--- src/rtl/sdram_port_arbiter.sv ---
// Three-port arbiter for a byte-wide SDRAM port.
// Port 0 (ioctl download) has fixed priority; ports 1 (CPU) and 2 (ascii
// reader) alternate round-robin. One access is in flight at a time, and an
// optional timeout aborts an access whose memory never signals ready.
//
// state  | meaning
// IDLE   | waiting for a request, arbitrates and latches the winner
// ACCESS | strobe held to memory, waiting for mem_ready or timeout
// DONE   | one-cycle ack to the granted port, requests ignored
module sdram_port_arbiter #(
    parameter int TIMEOUT = 64
) (
    input  logic        clock_in,
    input  logic        rst,
    input  logic [2:0]  req,
    input  logic [2:0]  we,
    input  logic [47:0] addr,
    input  logic [23:0] wdata,
    output logic [2:0]  ack,
    output logic [7:0]  rdata,
    output logic        err,
    output logic        busy,
    output logic [1:0]  grant_id,
    output logic [15:0] mem_addr,
    output logic [7:0]  mem_din,
    input  logic [7:0]  mem_dout,
    output logic        mem_rd,
    output logic        mem_wr,
    input  logic        mem_ready
);

    localparam int CW     = (TIMEOUT > 1) ? $clog2(TIMEOUT) : 1;
    localparam int TC_INT = (TIMEOUT > 0) ? TIMEOUT - 1 : 0;
    localparam logic [CW-1:0] TC = TC_INT[CW-1:0];

    typedef enum logic [1:0] {
        IDLE   = 2'd0,
        ACCESS = 2'd1,
        DONE   = 2'd2
    } state_t;

    state_t         state;
    state_t         state_nxt;
    logic           rr_pref2;     // 0: port 1 wins a tie, 1: port 2 wins
    logic [CW-1:0]  cnt;
    logic           cur_we;
    logic [1:0]     win;
    logic [15:0]    sel_addr;
    logic [7:0]     sel_wdata;
    logic           sel_we;
    logic           hit_ready;
    logic           hit_timeout;

    // Pick the winning port and mux out its request fields.
    always_comb begin
        win       = 2'd0;
        sel_addr  = addr[15:0];
        sel_wdata = wdata[7:0];
        sel_we    = we[0];
        if (req[0]) begin
            win = 2'd0;
        end else if (req[1] && req[2]) begin
            win = rr_pref2 ? 2'd2 : 2'd1;
        end else if (req[1]) begin
            win = 2'd1;
        end else begin
            win = 2'd2;
        end
        case (win)
            2'd1: begin
                sel_addr  = addr[31:16];
                sel_wdata = wdata[15:8];
                sel_we    = we[1];
            end
            2'd2: begin
                sel_addr  = addr[47:32];
                sel_wdata = wdata[23:16];
                sel_we    = we[2];
            end
            default: ;
        endcase
    end

    // Completion conditions; ready beats timeout in the same cycle.
    always_comb begin
        hit_ready   = (state == ACCESS) && mem_ready;
        hit_timeout = (state == ACCESS) && !mem_ready && (TIMEOUT != 0) && (cnt == TC);
    end

    // State register.
    always_ff @(posedge clock_in or posedge rst) begin
        if (rst) state <= IDLE;
        else     state <= state_nxt;
    end

    // Next-state logic.
    always_comb begin
        state_nxt = state;
        case (state)
            IDLE:    if (req != 3'b000) state_nxt = ACCESS;
            ACCESS:  if (hit_ready || hit_timeout) state_nxt = DONE;
            DONE:    state_nxt = IDLE;
            default: state_nxt = IDLE;
        endcase
    end

    // Registered outputs, latched request and round-robin pointer.
    always_ff @(posedge clock_in or posedge rst) begin
        if (rst) begin
            ack      <= 3'b000;
            rdata    <= 8'h00;
            err      <= 1'b0;
            busy     <= 1'b0;
            grant_id <= 2'd0;
            mem_addr <= 16'h0000;
            mem_din  <= 8'h00;
            mem_rd   <= 1'b0;
            mem_wr   <= 1'b0;
            rr_pref2 <= 1'b0;
            cnt      <= '0;
            cur_we   <= 1'b0;
        end else begin
            case (state)
                IDLE: begin
                    if (req != 3'b000) begin
                        grant_id <= win;
                        mem_addr <= sel_addr;
                        mem_din  <= sel_we ? sel_wdata : 8'h00;
                        mem_wr   <= sel_we;
                        mem_rd   <= !sel_we;
                        cur_we   <= sel_we;
                        cnt      <= '0;
                        busy     <= 1'b1;
                        if (win == 2'd1)      rr_pref2 <= 1'b1;
                        else if (win == 2'd2) rr_pref2 <= 1'b0;
                    end
                end
                ACCESS: begin
                    cnt <= cnt + 1'b1;
                    if (hit_ready) begin
                        mem_rd <= 1'b0;
                        mem_wr <= 1'b0;
                        if (!cur_we) rdata <= mem_dout;
                        err    <= 1'b0;
                        ack    <= 3'b001 << grant_id;
                    end else if (hit_timeout) begin
                        mem_rd <= 1'b0;
                        mem_wr <= 1'b0;
                        rdata  <= 8'hFF;
                        err    <= 1'b1;
                        ack    <= 3'b001 << grant_id;
                    end
                end
                DONE: begin
                    ack  <= 3'b000;
                    err  <= 1'b0;
                    busy <= 1'b0;
                end
                default: ;
            endcase
        end
    end

endmodule
--- config.mk ---
export PLATFORM = sky130hd
export DESIGN_NAME = sdram_port_arbiter
export DESIGN_NICKNAME = d
export VERILOG_FILES = /design/src/rtl/sdram_port_arbiter.sv
export SDC_FILE = /design/constraint.sdc
export NUM_CORES = 1
export LEC_CHECK = 0
export ABC_CLOCK_PERIOD_IN_PS = 2600
export BUFFER_PORTS_ARGS = -buffer_cell sky130_fd_sc_hd__clkbuf_2
export CAP_MARGIN = 30
export CORE_ASPECT_RATIO = 2
export CORE_UTILIZATION = 46
export DETAILED_ROUTE_END_ITERATION = 6
export PLACE_DENSITY = 0.88
export SETUP_SLACK_MARGIN = 0.15
export SYNTH_ARGS = -nofsm -noshare
export SYNTH_HDL_FRONTEND = slang
export SYNTH_SLANG_ARGS = --single-unit
--- constraint.sdc ---
create_clock -name clock_in -period 2.6 [get_ports clock_in]
set_input_delay 0.39 -clock clock_in [delete_from_list [all_inputs] [get_ports clock_in]]
set_output_delay 0.39 -clock clock_in [all_outputs]
set_load 0.1 [all_outputs]
==> impl_metrics.tcl <==
set metrics [dict create \
    path_max_fanout 11 \
    r2r_end "mem_rd" \
    cpLargestDelayFamily "compound AO/OA/AOI/OAI gates" \
    synth-seq-area-share_pct 48.1 \
    drive_gt1_share_pct 40.6 \
    post_cts_buffers 0 \
    tightestPinTransition_ns 0.639 \
    gr-usage-all-layers_pct 24.6 \
    synth-seq-cells 51 \
    place_congestion 0.780 \
    slowest_delay_ns 0.52 \
    routed_via_density 5.96 \
    vias 2662 \
    finalSetupViolCount 0 \
    clock_sinks 51 \
    routed_wl_mm 7.54 \
    ctsHtreeMaxLevel 2 \
    clk_path_buf_depth 2 \
    finalCritPeriodShare_pct 79.0 \
    root_buffer "clkbuf_8" \
    cts-resized-gates 0 \
    r2r_slack_ns 0.55 \
    antenna_found_initial 0 \
    final_area_sq_um 3380 \
    fp-row-count 38 \
    grt_pass1_wl_mm 11.7 \
    drc 0 \
    synth_area_sq_um 2650 \
    wl_per_cell_microns 16.9 \
    setup.worst_path.start "rr_pref2" \
    area_growth_pct 27.5 \
    drtPass1Iterations 5 \
    cp_data_required_time_ns 2.83 \
    hold_class "in2async" \
    ys_types 43 \
    critical-path-slowest-cell "o21ai_2" \
    core_area_sq_um 5470 \
    final-hold-violation-count 0 \
    startpoint_type "flip-flop" \
    maxSlewHeadroom_pct 57.4 \
    status "finished clean" \
    place_hpwl_mm 5.51 \
    synth_top_area_share_pct 48.1 \
    totalNegativeSetupSlack_ns 0 \
    grt_max_degree 52 \
    ant_nets 0 \
    yosysWarnings 0 \
    endpoint_kind "flip-flop" \
    reg2reg_depth 8 \
    die_width_microns 55.7 \
    synth_area_leader_cell "dfrtp_1" \
    die_area_sq_um 6090 \
    synth_area_per_cell_sq_um 9.90 \
    arrival_ns 2.28 \
    io_pins 130 \
    reg2reg_from "rr_pref2" \
    grt_pass1_vias 2639 \
    synth_area_leaders "dfrtp_1 (48%), o21ai_0 (8.5%), a221o_1 (6.4%), nand2_1 (5.5%), o41ai_2 (4.3%)" \
    syn_nets 360 \
    die_h_microns 109 \
    antenna_cells 0 \
    postLayoutCoreUtil_pct 61.9 \
    start_util_pct 48.5 \
    slew_violations 0 \
    path_buf_inv 2 \
    cp_cell_sequence "a21boi_0 -> or2_2 -> inv_1 -> ha_1 -> inv_2 -> o21ai_2 -> nand3_1 -> o21ai_1" \
    skew_ns 0.00944 \
    cts_hold_buf 0 \
    post_dp_cell_area_sq_um 3280 \
    synthCells 268 \
    portBuffers 129 \
    fillers 444 \
    rsz0062_at_grt "no" \
    critPathKind "reg2reg" \
    path_clk_slew_ns 0.09 \
    maxCapViolCount 0 \
    clock_latency_ns 0.30 \
    cts_buffers 5 \
    finalWorstPathRequiredPeriod_ns 2.05 \
    first_iter_violations 117 \
    final_nets 479 \
    max_freq_mhz 487 \
    cts_tree "done" \
    grt_remaining_overflow 0 \
]
## area by class of cell
| cell class | count | area, sq um | share of cell area, % |
|---|---|---|---|
| Clock inverter | 1 | 30.0 | 0.888 |
| Sequential cell | 51 | 1280 | 37.7 |
| Timing Repair Buffer | 135 | 691 | 20.4 |
| Multi-Input combinational cell | 184 | 1200 | 35.5 |
| Tap cell | 60 | 75.1 | 2.22 |
| Clock buffer | 6 | 72.6 | 2.15 |
| Inverter | 10 | 37.5 | 1.11 |
## state kept, by name, summed over array words and instances, names as in the netlist, 2 cells and up
signal and count:
ack 3, mem_addr 16, cnt 6, grant_id 2, rdata 8, mem_din 8
state 2
## worst max-delay path by stage
stage                            end  slack (ns)  cells past startpoint
after detailed placement  mem_din[6]        0.43                      8
final                         mem_rd        0.55                      8
after global placement    mem_din[0]        0.56                      8
after floorplan               mem_rd        0.67                     10
after CTS                     mem_rd        0.55                      8
after global routing          mem_rd        0.45                      8
## cells by family (layout without fill, tap and decap cells)
kind of cell               count (synthesis)  count (layout)  share of synthesized area [%]
AOI/OAI and AO/OA                        108             108                           30.6
xor gates and xnor gates                   1               1                          0.330
adders and majority gates                  3               3                           1.42
buffers and inverters                     33             152                           6.65
DFF                                       51              51                           48.1
muxes                                      1               1                          0.424
and+or+nand+nor                           71              71                           12.5
## tightest hold or removal path: cells and delay by family
kind | cells | cell delay [ns]
buffers and inverters | 3 | 0.63
## per-stage QoR
| stage | hold WS (ns) | setup slack (ns) | instances |
|---|---|---|---|
| after floorplan | 0.453 | 0.669 | 268 |
| after detailed placement | 0.472 | 0.432 | 440 |
| after global routing | 0.279 | 0.452 | 447 |
| after CTS | 0.249 | 0.546 | 447 |
| final | 0.226 | 0.547 | 447 |
| after global placement | 0.459 | 0.556 | 440 |
## cell usage after synthesis, drive strengths merged
cell type / instances
a21oi: 2
and3: 1
dfrtp: 51
and2: 2
o22ai: 8
clkbuf: 4
nor2b: 1
o41ai: 8
nand2: 41
or2: 1
or3: 2
nand2b: 2
o211ai: 1
a21boi: 1
nand4b: 2
nor2: 13
a221o: 17
a221oi: 8
a41o: 1
nor3: 1
a2bb2oi: 8
xor2: 1
mux2: 1
nand4: 2
ha: 3
o311ai: 4
nand3: 3
buf: 19
inv: 9
clkinv: 1
o21ai: 50
## routing by layer
metal	routed length (microns)	vias to the layer above	track usage, %
li1	-	1237	-
met1	2570	1285	24.6
met2	4350	117	48.8
met3	374	23	3.41
met4	241	0	11.4
met5	0	-	0
## cells in the final DEF (no fill, tap or decap), types with 4 or more instances in the layout
master and n:
o22ai_1 8, buf_4 6, dfrtp_1 51, o21ai_1 4
clkbuf_8 5, a221o_1 17, a2bb2oi_1 8, o21ai_0 45
a221oi_1 8, o311ai_0 4, nor2_1 12, clkbuf_2 129
o41ai_2 7, nand2_1 39, inv_1 7
Power is not shown: default switching activity piles up to over one toggle a cycle in this logic, so the estimate is an artifact.
